$ cat config.mk
export PLATFORM = sky130hd
export DESIGN_NAME = alu_mul_seq
export DESIGN_NICKNAME = d
export VERILOG_FILES = /design/src/rtl/alu_mul_seq.sv
export SDC_FILE = /design/constraint.sdc
export NUM_CORES = 1
export LEC_CHECK = 0
export ABC_AREA = 1
export CORE_MARGIN = 10
export CORE_UTILIZATION = 50
export CTS_BUF_LIST = sky130_fd_sc_hd__clkbuf_16
export CTS_CLUSTER_DIAMETER = 50
export DETAILED_ROUTE_END_ITERATION = 16
export GPL_ROUTABILITY_DRIVEN = 1
export PLACE_DENSITY = 0.86
export SETUP_SLACK_MARGIN = 0.3
export SYNTH_ARGS = -nofsm -noshare
export SYNTH_HDL_FRONTEND = slang
export SYNTH_SLANG_ARGS = --single-unit
export TNS_END_PERCENT = 10
$ cat constraint.sdc
create_clock -name clk -period 4.15 [get_ports clk]
set_input_delay 1.0375 -clock clk [delete_from_list [all_inputs] [get_ports clk]]
set_output_delay 1.0375 -clock clk [all_outputs]
set_load 0.03 [all_outputs]
$ cat src/rtl/alu_mul_seq.sv
// Sequential shift-and-add unsigned multiplier that borrows the Execute-stage ALU for its adds.
// Optional abort port is compiled in when MUL_SEQ_ABORT_EN is defined.
module alu_mul_seq #(
  parameter int unsigned WIDTH = 32,
  parameter int unsigned CNT_W = 6
) (
  input  logic             clk,
  input  logic             reset,
  input  logic             i_Start,
  input  logic [WIDTH-1:0] i_Multiplicand,
  input  logic [WIDTH-1:0] i_Multiplier,
`ifdef MUL_SEQ_ABORT_EN
  input  logic             i_Abort,
`endif
  output logic             o_Busy,
  output logic             o_Done,
  output logic [WIDTH-1:0] o_Product_Hi,
  output logic [WIDTH-1:0] o_Product_Lo,
  output logic [WIDTH-1:0] o_ALU_Op1,
  output logic [WIDTH-1:0] o_ALU_Op2,
  output logic [2:0]       o_ALU_Ctrl,
  output logic             o_ALU_CC_WE,
  input  logic [WIDTH-1:0] i_ALU_Rslt,
  input  logic             i_ALU_Carry
);

  localparam logic [2:0] AluNop = 3'b000;
  localparam logic [2:0] AluAdd = 3'b001;

  typedef enum logic [1:0] {
    StIdle,
    StRun,
    StDone
  } state_e;

  state_e             state_q;
  logic [WIDTH-1:0]   hi_q;
  logic [WIDTH-1:0]   lo_q;
  logic [WIDTH-1:0]   mcand_q;
  logic [CNT_W-1:0]   cnt_q;
  logic               busy_q;
  logic               done_q;
  logic [WIDTH-1:0]   prod_hi_q;
  logic [WIDTH-1:0]   prod_lo_q;

  logic               abort;
  logic               add_en;
  logic               last_iter;
  logic [WIDTH:0]     sum;
  logic [WIDTH-1:0]   hi_d;
  logic [WIDTH-1:0]   lo_d;

`ifdef MUL_SEQ_ABORT_EN
  assign abort = i_Abort;
`else
  assign abort = 1'b0;
`endif

  // The ALU is only asked to add when the current multiplier bit is set.
  assign add_en    = (state_q == StRun) && lo_q[0] && !abort;
  assign last_iter = (cnt_q == CNT_W'(WIDTH - 1));

  always_comb begin
    sum = {1'b0, hi_q};
    if (add_en) begin
      sum = {i_ALU_Carry, i_ALU_Rslt};
    end
    // Carry enters the top of hi, so the (2*WIDTH+1)-bit value shifts right by one.
    {hi_d, lo_d} = {sum, lo_q[WIDTH-1:1]};
  end

  assign o_ALU_Op1    = hi_q;
  assign o_ALU_Op2    = mcand_q;
  assign o_ALU_Ctrl   = add_en ? AluAdd : AluNop;
  assign o_ALU_CC_WE  = add_en;
  assign o_Busy       = busy_q;
  assign o_Done       = done_q;
  assign o_Product_Hi = prod_hi_q;
  assign o_Product_Lo = prod_lo_q;

  always_ff @(posedge clk) begin
    if (reset) begin
      state_q   <= StIdle;
      hi_q      <= '0;
      lo_q      <= '0;
      mcand_q   <= '0;
      cnt_q     <= '0;
      busy_q    <= 1'b0;
      done_q    <= 1'b0;
      prod_hi_q <= '0;
      prod_lo_q <= '0;
    end else begin
      unique case (state_q)
        StIdle: begin
          done_q <= 1'b0;
          if (i_Start) begin
            state_q <= StRun;
            busy_q  <= 1'b1;
            mcand_q <= i_Multiplicand;
            lo_q    <= i_Multiplier;
            hi_q    <= '0;
            cnt_q   <= '0;
          end
        end
        StRun: begin
          if (abort) begin
            // Product registers deliberately keep the previous result.
            state_q <= StIdle;
            busy_q  <= 1'b0;
          end else begin
            hi_q  <= hi_d;
            lo_q  <= lo_d;
            cnt_q <= cnt_q + CNT_W'(1);
            if (last_iter) begin
              state_q   <= StDone;
              done_q    <= 1'b1;
              prod_hi_q <= hi_d;
              prod_lo_q <= lo_d;
            end
          end
        end
        StDone: begin
          state_q <= StIdle;
          busy_q  <= 1'b0;
          done_q  <= 1'b0;
        end
        default: begin
          state_q <= StIdle;
          busy_q  <= 1'b0;
          done_q  <= 1'b0;
        end
      endcase
    end
  end

endmodule
## Word level (Yosys, flattened, before mapping)

Index checks and enable logic that the tools add are counted.

| cells by class | value |
|---|---|
| eq/ne operators | 4 |
| divide/modulo/power cells | 0 |
| $mul | 0 |
| shift-type cells | 0 |
| add/subtract/negate cells | 1 |
| $lt $le $gt $ge | 0 |
| reductions and logical operators | 9 |
| bitwise logic cells | 1 |
| multiplexer cells | 13 |

Operator list:

| kind | count |
|---|---|
| $pmux 32 s2 | 2 |
| $mux 32 | 2 |
| $mux 33 | 1 |
| $pmux 6 s2 | 1 |
| $reduce_and 2->1 | 5 |
| $add 6x1->6 const B | 1 |
| $eq 6x5->1 const B | 1 |
| $mux 6 | 1 |
| $mux 2 | 2 |
| $ne 2x2->1 const B | 2 |
| $pmux 2 s2 | 1 |
| $eq 2x1->1 const B | 1 |
| $logic_not 2->1 | 1 |
| $mux 1 | 2 |
| $pmux 1 s2 | 1 |
| $reduce_bool 2->1 | 1 |
| $reduce_or 2->1 | 1 |
| $logic_and 1x1->1 | 1 |
| $not 1->1 | 1 |

| word-level totals | value |
|---|---|
| register bits after elaboration | 170 |
| word-level logic and storage cells | 37 |
| bits in latches | 0 |
| output and inout bits | 134 |
| memories | 0 |
| memory bits (writable) | 0 |
| input port bits | 100 |
| bits in read-only memories | 0 |

## Logic depth before layout (Yosys ltp)

Gate-level depths: netlist of the first run.

| logic depth | value |
|---|---|
| depth after elaboration | 4 |
| mapped depth | 9 |
| mapped depth without buffers | 8 |

## Least setup slack after synthesis of the first run

Ideal clock, no wire load.

| path | value |
|---|---|
| path type | register to output |
| start point | register state_q[0] |
| end point | output o_ALU_Ctrl[0] |
| buffers on the path | 2 |
| cell stages (with the launch flop) | 5 |
| data required time | 3.113 ns |
| slack | 1.904 ns |
| arrival time | 1.209 ns |
| cells stage by stage | dfxtp_1 buf_2 nand3_2 clkinv_1 buf_4 |

| on the way | value |
|---|---|
| word-level cells in the longest chain between the ends | 3 |

Ends and longest elaborated chain:

| what | RTL line | RTL |
|---|---|---|
| start: declaration | 36 | `state_e state_q;` |
| start signal: assignment | 83 | `state_q <= StIdle;` |
| start signal: assignment | 97 | `state_q <= StRun;` |
| start signal: assignment | 108 | `state_q <= StIdle;` |
| $eq 2x1->1 | 60 | `assign add_en = (state_q == StRun) && lo_q[0] && !abort;` |
| $logic_and 1x1->1 | 60 |  |
| net o_ALU_CC_WE | 22 | `output logic o_ALU_CC_WE,` |
| $mux 1 | 74 | `assign o_ALU_Ctrl = add_en ? AluAdd : AluNop;` |
| end: declaration | 21 | `output logic [2:0] o_ALU_Ctrl,` |

The timed path passes the listed nets, and every way through them passes these cells.

## Worst setup path in the final report of the first run

| path | value |
|---|---|
| start point | register state_q[1] |
| end point | output o_ALU_Ctrl[0] |

| on the way | value |
|---|---|
| word-level cells in the longest chain between the ends | 3 |

Ends and longest elaborated chain:

| what | RTL line |
|---|---|
| $eq 2x1->1 | 60 |
| $logic_and 1x1->1 | 60 |
| $mux 1 | 74 |

No other way between the ends.

==> results of run 1 <==
[power by group through the flow]
| stage | Clock (W) | Sequential [W] | Combinational (W) |
|---|---|---|---|
| after floorplan | 0 | 0.00184 | 0.000264 |
| after global placement | 0 | 0.00178 | 0.000565 |
| after detailed placement | 0 | 0.00178 | 0.000572 |
| after CTS | 0.00162 | 0.00175 | 0.000578 |
| after global routing | 0.00169 | 0.00175 | 0.000628 |
| final | 0.00160 | 0.00175 | 0.000577 |
[final timing paths]
path | slack [ns] | end
max reg2reg | 1.59 | o_Product_Lo[20]
max | 0.91 | o_ALU_Ctrl[0]
min reg2reg | 0.45 | o_Product_Lo[19]
min | 0.45 | o_Product_Lo[19]
[synth_stat cells, drive strengths merged (2+ instances only)]
library cell  count
nand2           260
dfxtp           170
nor2            168
inv             148
o21ai            96
buf              38
nand4            27
clkbuf           25
nor3b            24
o22ai            24
a21oi            19
nand3            18
clkinv            2
[per-stage QoR]
step / hold slack (ns) / power [W] / utilization (%) / cell area, um2 / setup WS, ns
final: 0.446 / 0.00392 / 72.0 / 10000 / 0.912
after global routing: 0.465 / 0.00407 / 72.0 / 10000 / 0.828
after CTS: 0.449 / 0.00395 / 72.0 / 10000 / 0.911
after detailed placement: 0.439 / 0.00235 / 67.8 / 9450 / 1.20
after global placement: 0.434 / 0.00234 / 67.8 / 9450 / 1.26
after floorplan: 0.457 / 0.00211 / - / 7130 / 1.90
[sequential cells by signal (all words and copies together) (netlist names)]
| signal | cells |
|---|---|
| lo_q | 32 |
| o_ALU_Op1 | 32 |
| o_ALU_Op2 | 32 |
| o_Product_Hi | 32 |
| o_Product_Lo | 32 |
| cnt_q | 6 |
| state_q | 2 |
| o_Busy | 1 |
| o_Done | 1 |
[layer usage]
metal / global-route usage, % / wire, um
met5: 0 / 0
met4: 6.15 / 259
met3: 8.47 / 2450
met2: 35.9 / 10500
met1: 24.6 / 8900
[worst reg2reg max path: cells and delay by family (launching register included)]
kind                   cells  cell delay [ns]
DFF                        1             0.36
and+or+nand+nor            3             1.05
buffers and inverters      2             0.49
AOI/OAI and AO/OA          1             0.53
[final cells by class]
cell class / instances / area share, %
flip-flops and latches: 170 / 33.9
multi-input cells: 641 / 28.6
repair buffers: 242 / 23.8
inverters: 150 / 5.61
clock buffers: 17 / 4.24
well taps: 180 / 2.24
clock inverters: 13 / 1.60
[kinds of logic (layout without fill, tap and decap cells)]
logic type | Yosys count | count (layout)
fa+ha+maj | 1 | 1
flops | 170 | 170
compound gates | 141 | 141
buf+inv | 213 | 422
simple gates | 497 | 497
other cells | 1 | 2
==> results.json, run 1 <==
{
  "layout_common_cells": "nand2_1 (256), clkdlybuf4s50_1 (230), dfxtp_1 (170)",
  "comb_power_share_pct": 14.7,
  "period_minus_slack_ns": 3.24,
  "hold-path-cell-count": 2,
  "min-delay-start": "o_Product_Lo[19]",
  "crit_path_start_kind": "flop",
  "final_layout_size_suffix_gt1_share_pct": 4.06,
  "setup.worst_path.class": "reg2out",
  "floorplan.core_area_um2": 13900,
  "ys_dominant_reg_cell": "dfxtp_1",
  "crit_path_start": "state_q[1]",
  "register_area_um2": 3400,
  "detail_route.first_pass.iterations": 5,
  "synth_adder_area_share_pct": 0.175,
  "hpwlAfterDp_um": 15400,
  "grt_pass1_vias": 6857,
  "critPathRequiredTime_ns": 3.11,
  "clock_sink_count": 170,
  "ctsHtreeMaxLevel": 4,
  "placer_congestion": 0.832,
  "slew_headroom_pct": 36.4,
  "worstSetupPathDepth": 5,
  "pin_count": 234,
  "routed_wirelength_um": 22100,
  "grtUsageTotal_pct": 21.4,
  "post_synth_inst_count": 1023,
  "vias": 7146,
  "post_synth_and_or_nand_nor_area_fraction_pct": 29.3,
  "max_clk_rate_mhz": 309,
  "synth_sequential_area_ratio_pct": 47.7,
  "worst_ep_arrival_time_ns": 2.20,
  "finalCritPeriodShare_pct": 78.0,
  "slowest_stage": "clkdlybuf4s50_1",
  "final.setup.tns_ns": 0,
  "switching_power_w": 0.000994,
  "die_x_um": 139,
  "drv_slew": 0,
  "power.share.switching_pct": 25.3,
  "synth_mux_area_share_pct": 0,
  "timing.final.hold_violations": 0,
  "post_cts_resized": 0,
  "clock_tree_from_tritoncts": "built",
  "multiInputGateArea_um2": 2870,
  "clk_transition_reported_paths_ns": 0.06,
  "fp.dieArea_um2": 19400,
  "setup_viol_count_final": 0,
  "number_of_flops_mapped_to_enable_cells_by_yosys": 0,
  "ys_seq_elements": 170,
  "drt_first_iter_violations": 518,
  "least_margin_pin_slew_ns": 0.954,
  "post_cts_setup_repair_bufs": 0,
  "hold_path_class": "reg2reg",
  "crit_path_buffers_inverters": 4,
  "detail-route-antenna-nets": 0,
  "floorplan.initialDensity_pct": 51.2,
  "synth_area_leader_cell": "dfxtp_1",
  "initial_antenna_violation_count": 0,
  "cts_hold_repair.buffers": 0,
  "netlist_top_cells_area": "dfxtp_1 (48%), nand2_1 (13%), nor2_1 (8.7%)",
  "cp_cell_sequence": "inv_2 -> nand3_2 -> buf_4 -> clkinv_1 -> clkdlybuf4s50_1",
  "grt_setup_unrepaired": "no",
  "yosys.cell_types.count": 26,
  "num-nets-final": 1323,
  "maxCapViolCount": 0,
  "via_cell_ratio": 5.06,
  "regToRegStartpoint": "state_q[0]",
  "overflow": 0,
  "seq_power_share_pct": 44.5,
  "layout_commonest_cell": "nand2_1",
  "skew_ns": 0.00783,
  "critPathCaptureType": "output pin",
  "number_of_diodes_added_for_antenna_fixing": 0,
  "remaining_drc_errors": 0,
  "chipHeight_um": 139,
  "number_of_port_buffers": 231,
  "worst-path-max-fanout": 33,
  "leakagePower_nw": 4.26,
  "powerDensity_nw_per_um2": 391,
  "netlist_area_um2": 7130,
  "num-fill-cells": 1143,
  "clock_tree.root_cell": "clkbuf_16",
  "rows": 43,
  "place_inst": 1383,
  "p_int_w": 0.00293,
  "yosys_warnings": 0,
  "run_status": "complete, no violations",
  "synth_top_family_by_area": "simple AND/OR/NAND/NOR gates",
  "avgRoutedWirePerCell_um": 15.7,
  "clock_power_share_pct": 40.8,
  "finish.cell_count_without_fillers": 1413,
  "clock_insertion_delay_worst_skew_ns": 0.42,
  "r2r_cells": 6,
  "pin_count_of_the_biggest_net_entering_global_routing": 88,
  "area_growth_syn_to_layout_pct": 40.8,
  "family_with_the_most_delay_on_the_worst_path": "buffers and inverters",
  "synth_compound_area_share_pct": 10.4,
  "ctsLongestPathBuffers": 2,
  "grt_first_pass_wirelength_um": 34500,
  "syn-mean-instance-area_um2": 6.97,
  "ir_worst_vdd_mv": 0.231,
  "synthXorXnorAreaFrac_pct": 0,
  "critPathMaxStageDelay_ns": 0.67,
  "tritoncts_buffers": 17,
  "netlist.area_leader.share_pct": 47.7,
  "synth-async-reset-ratio_pct": 0
}
Note: power is estimated with default switching activity, not from simulation.
==> run 2, diff against run 1 <==
--- a/config.mk
+++ b/config.mk
@@ -7,12 +7,12 @@
 export LEC_CHECK = 0
 export ABC_AREA = 1
 export CORE_MARGIN = 10
-export CORE_UTILIZATION = 50
+export CORE_UTILIZATION = 46
 export CTS_BUF_LIST = sky130_fd_sc_hd__clkbuf_16
 export CTS_CLUSTER_DIAMETER = 50
 export DETAILED_ROUTE_END_ITERATION = 16
 export GPL_ROUTABILITY_DRIVEN = 1
-export PLACE_DENSITY = 0.86
+export PLACE_DENSITY = 0.8
 export SETUP_SLACK_MARGIN = 0.3
 export SYNTH_ARGS = -nofsm -noshare
 export SYNTH_HDL_FRONTEND = slang
==> constraint.sdc (replaced) <==
create_clock -name clk -period 3.14 [get_ports clk]
set_input_delay 0.785 -clock clk [delete_from_list [all_inputs] [get_ports clk]]
set_output_delay 0.785 -clock clk [all_outputs]
set_load 0.03 [all_outputs]
==> run 2 against run 1 <==
Effect of this change:
- hold slack lost 0.0022 ns
- final cell count grew 0.92%
- first-iteration DRC count shrank 41%
- design area shrank 0.24%
- via count shrank 3.6%
- critical path type unchanged
- register-to-register slack lost 0.65 ns
- utilization shrank 6.2 points
- power grew 27%
- global-route usage shrank 1.4 points
==> results.json, run 2 (synthesis results as in run 1) <==
{
  "chipHeight_um": 145,
  "cts_hold_repair.buffers": 0,
  "critPathRequiredTime_ns": 2.35,
  "hold-worst-slack_ns": 0.444,
  "setup_viol_count_final": 0,
  "clock_tree_from_tritoncts": "built",
  "num-fill-cells": 1364,
  "clock_insertion_delay_worst_skew_ns": 0.43,
  "finalCritPeriodShare_pct": 72.9,
  "multiInputGateArea_um2": 2870,
  "drt_first_iter_violations": 305,
  "final.setup.tns_ns": 0,
  "r2r_cells": 7,
  "stdcell_area_um2": 10000,
  "dpl-instance-area_um2": 9480,
  "crit_path_buffers_inverters": 1,
  "hold_path_class": "reg2reg",
  "num-nets-final": 1326,
  "remaining_drc_errors": 0,
  "overflow": 0,
  "ctsHtreeMaxLevel": 4,
  "hpwlAfterDp_um": 15000,
  "min-delay-start": "o_Product_Lo[22]",
  "layout_common_cells": "nand2_1 (256), clkdlybuf4s50_1 (228), dfxtp_1 (170)",
  "rows": 45,
  "pin_count_of_the_biggest_net_entering_global_routing": 60,
  "timing.final.hold_violations": 0,
  "least_margin_pin_slew_ns": 0.669,
  "drv_slew": 0,
  "worst-path-max-fanout": 2,
  "initial_antenna_violation_count": 1,
  "post_cts_resized": 0,
  "area_growth_syn_to_layout_pct": 40.5,
  "ctsLongestPathBuffers": 2,
  "grt_setup_unrepaired": "no",
  "run_status": "complete, no violations",
  "comb_power_share_pct": 15.1,
  "detail-route-antenna-nets": 0,
  "clock_sink_count": 170,
  "pin_count": 234,
  "number_of_port_buffers": 231,
  "floorplan.core_area_um2": 15200,
  "final_layout_size_suffix_gt1_share_pct": 4.68,
  "hold-path-cell-count": 2,
  "seq_power_share_pct": 46.3,
  "clock_tree.root_cell": "clkbuf_16",
  "ir_worst_vdd_mv": 0.350,
  "grtUsageTotal_pct": 20.0,
  "worst_r2r_endpoint": "o_Product_Hi[7]",
  "finalCoreUtilization_pct": 65.9,
  "vias": 6890,
  "detail_route.first_pass.iterations": 4,
  "max_clk_rate_mhz": 437,
  "regToRegStartpoint": "state_q[1]",
  "crit_path_start_kind": "flop",
  "setup.worst_path.class": "reg2out",
  "leakagePower_nw": 4.25,
  "via_cell_ratio": 4.83,
  "slowest_stage": "clkdlybuf4s50_1",
  "tritoncts_buffers": 17,
  "reg2reg_slack_ns": 0.94,
  "switching_power_w": 0.00134,
  "floorplan.initialDensity_pct": 46.9,
  "worst_ep_arrival_time_ns": 1.50,
  "fp.dieArea_um2": 20900,
  "placer_congestion": 0.829,
  "power.share.switching_pct": 27.0,
  "family_with_the_most_delay_on_the_worst_path": "buffers and inverters",
  "hold-path-endpoint": "o_Product_Lo[22]",
  "routed_wirelength_um": 21300,
  "critPathMaxStageDelay_ns": 0.70,
  "maxCapViolCount": 0,
  "clock_power_share_pct": 38.6,
  "layout_commonest_cell": "nand2_1",
  "clk_transition_reported_paths_ns": 0.06,
  "critPathCaptureType": "output pin",
  "register_area_um2": 3400,
  "slew_headroom_pct": 55.3,
  "post_cts_setup_repair_bufs": 0,
  "powerDensity_nw_per_um2": 498,
  "die_x_um": 145,
  "avgRoutedWirePerCell_um": 14.9,
  "p_int_w": 0.00364,
  "skew_ns": 0.0100,
  "period_minus_slack_ns": 2.29,
  "cp_cell_sequence": "clkdlybuf4s50_1",
  "grt_pass1_vias": 6588,
  "grt_first_pass_wirelength_um": 33200,
  "number_of_diodes_added_for_antenna_fixing": 0
}
-- run 2: power by group through the flow --
stage / logic [W] / registers (W) / clock network, W
floorplan: 0.000349 / 0.00244 / 0
global placement: 0.000746 / 0.00235 / 0
detailed placement: 0.000751 / 0.00235 / 0
CTS: 0.000756 / 0.00231 / 0.00196
global route: 0.000831 / 0.00232 / 0.00204
finish: 0.000751 / 0.00231 / 0.00193
-- run 2: area by class of cell --
class / instances / share of cell area, %
multi-input combinational: 641 / 28.7
clock inverter: 15 / 1.09
tap: 188 / 2.35
sequential: 170 / 34.0
timing repair buffer: 245 / 24.0
clock buffer: 17 / 4.25
inverter: 150 / 5.62
-- run 2: layer usage --
metal	vias up	routed length [um]	GRT usage [%]
met3	20	2490	8.43
met2	232	9720	32.1
li1	3555	-	-
met4	2	201	6.70
met1	3081	8900	23.4
met5	-	7	0
-- run 2: worst max path at each step --
stage | cells after the start | to | startpoint | slack [ns]
after floorplan | 4 | o_ALU_Ctrl[0] | state_q[0] | 1.15
after global placement | 6 | o_ALU_Op2[3] | i_Start | 0.61
after detailed placement | 6 | o_ALU_Op2[10] | i_Start | 0.58
after CTS | 1 | o_ALU_Op1[20] | o_ALU_Op1[20] | 0.82
after global routing | 1 | o_Product_Hi[31] | o_Product_Hi[31] | 0.79
final | 1 | o_ALU_Op1[20] | o_ALU_Op1[20] | 0.85
-- run 2: stage by stage --
step                      cells  worst slack, ns  total power (W)
after global routing       1426            0.792          0.00519
after floorplan            1024             1.15          0.00279
final                      1426            0.850          0.00499
after global placement     1394            0.615          0.00310
after CTS                  1426            0.820          0.00502
after detailed placement   1394            0.580          0.00311
-- run 2: worst register-to-register path: cells and delay by family, from the launching register on --
| family | cells | cell delay, ns |
|---|---|---|
| and+or+nand+nor | 5 | 1.31 |
| buffers and inverters | 2 | 0.44 |
| DFF | 1 | 0.32 |
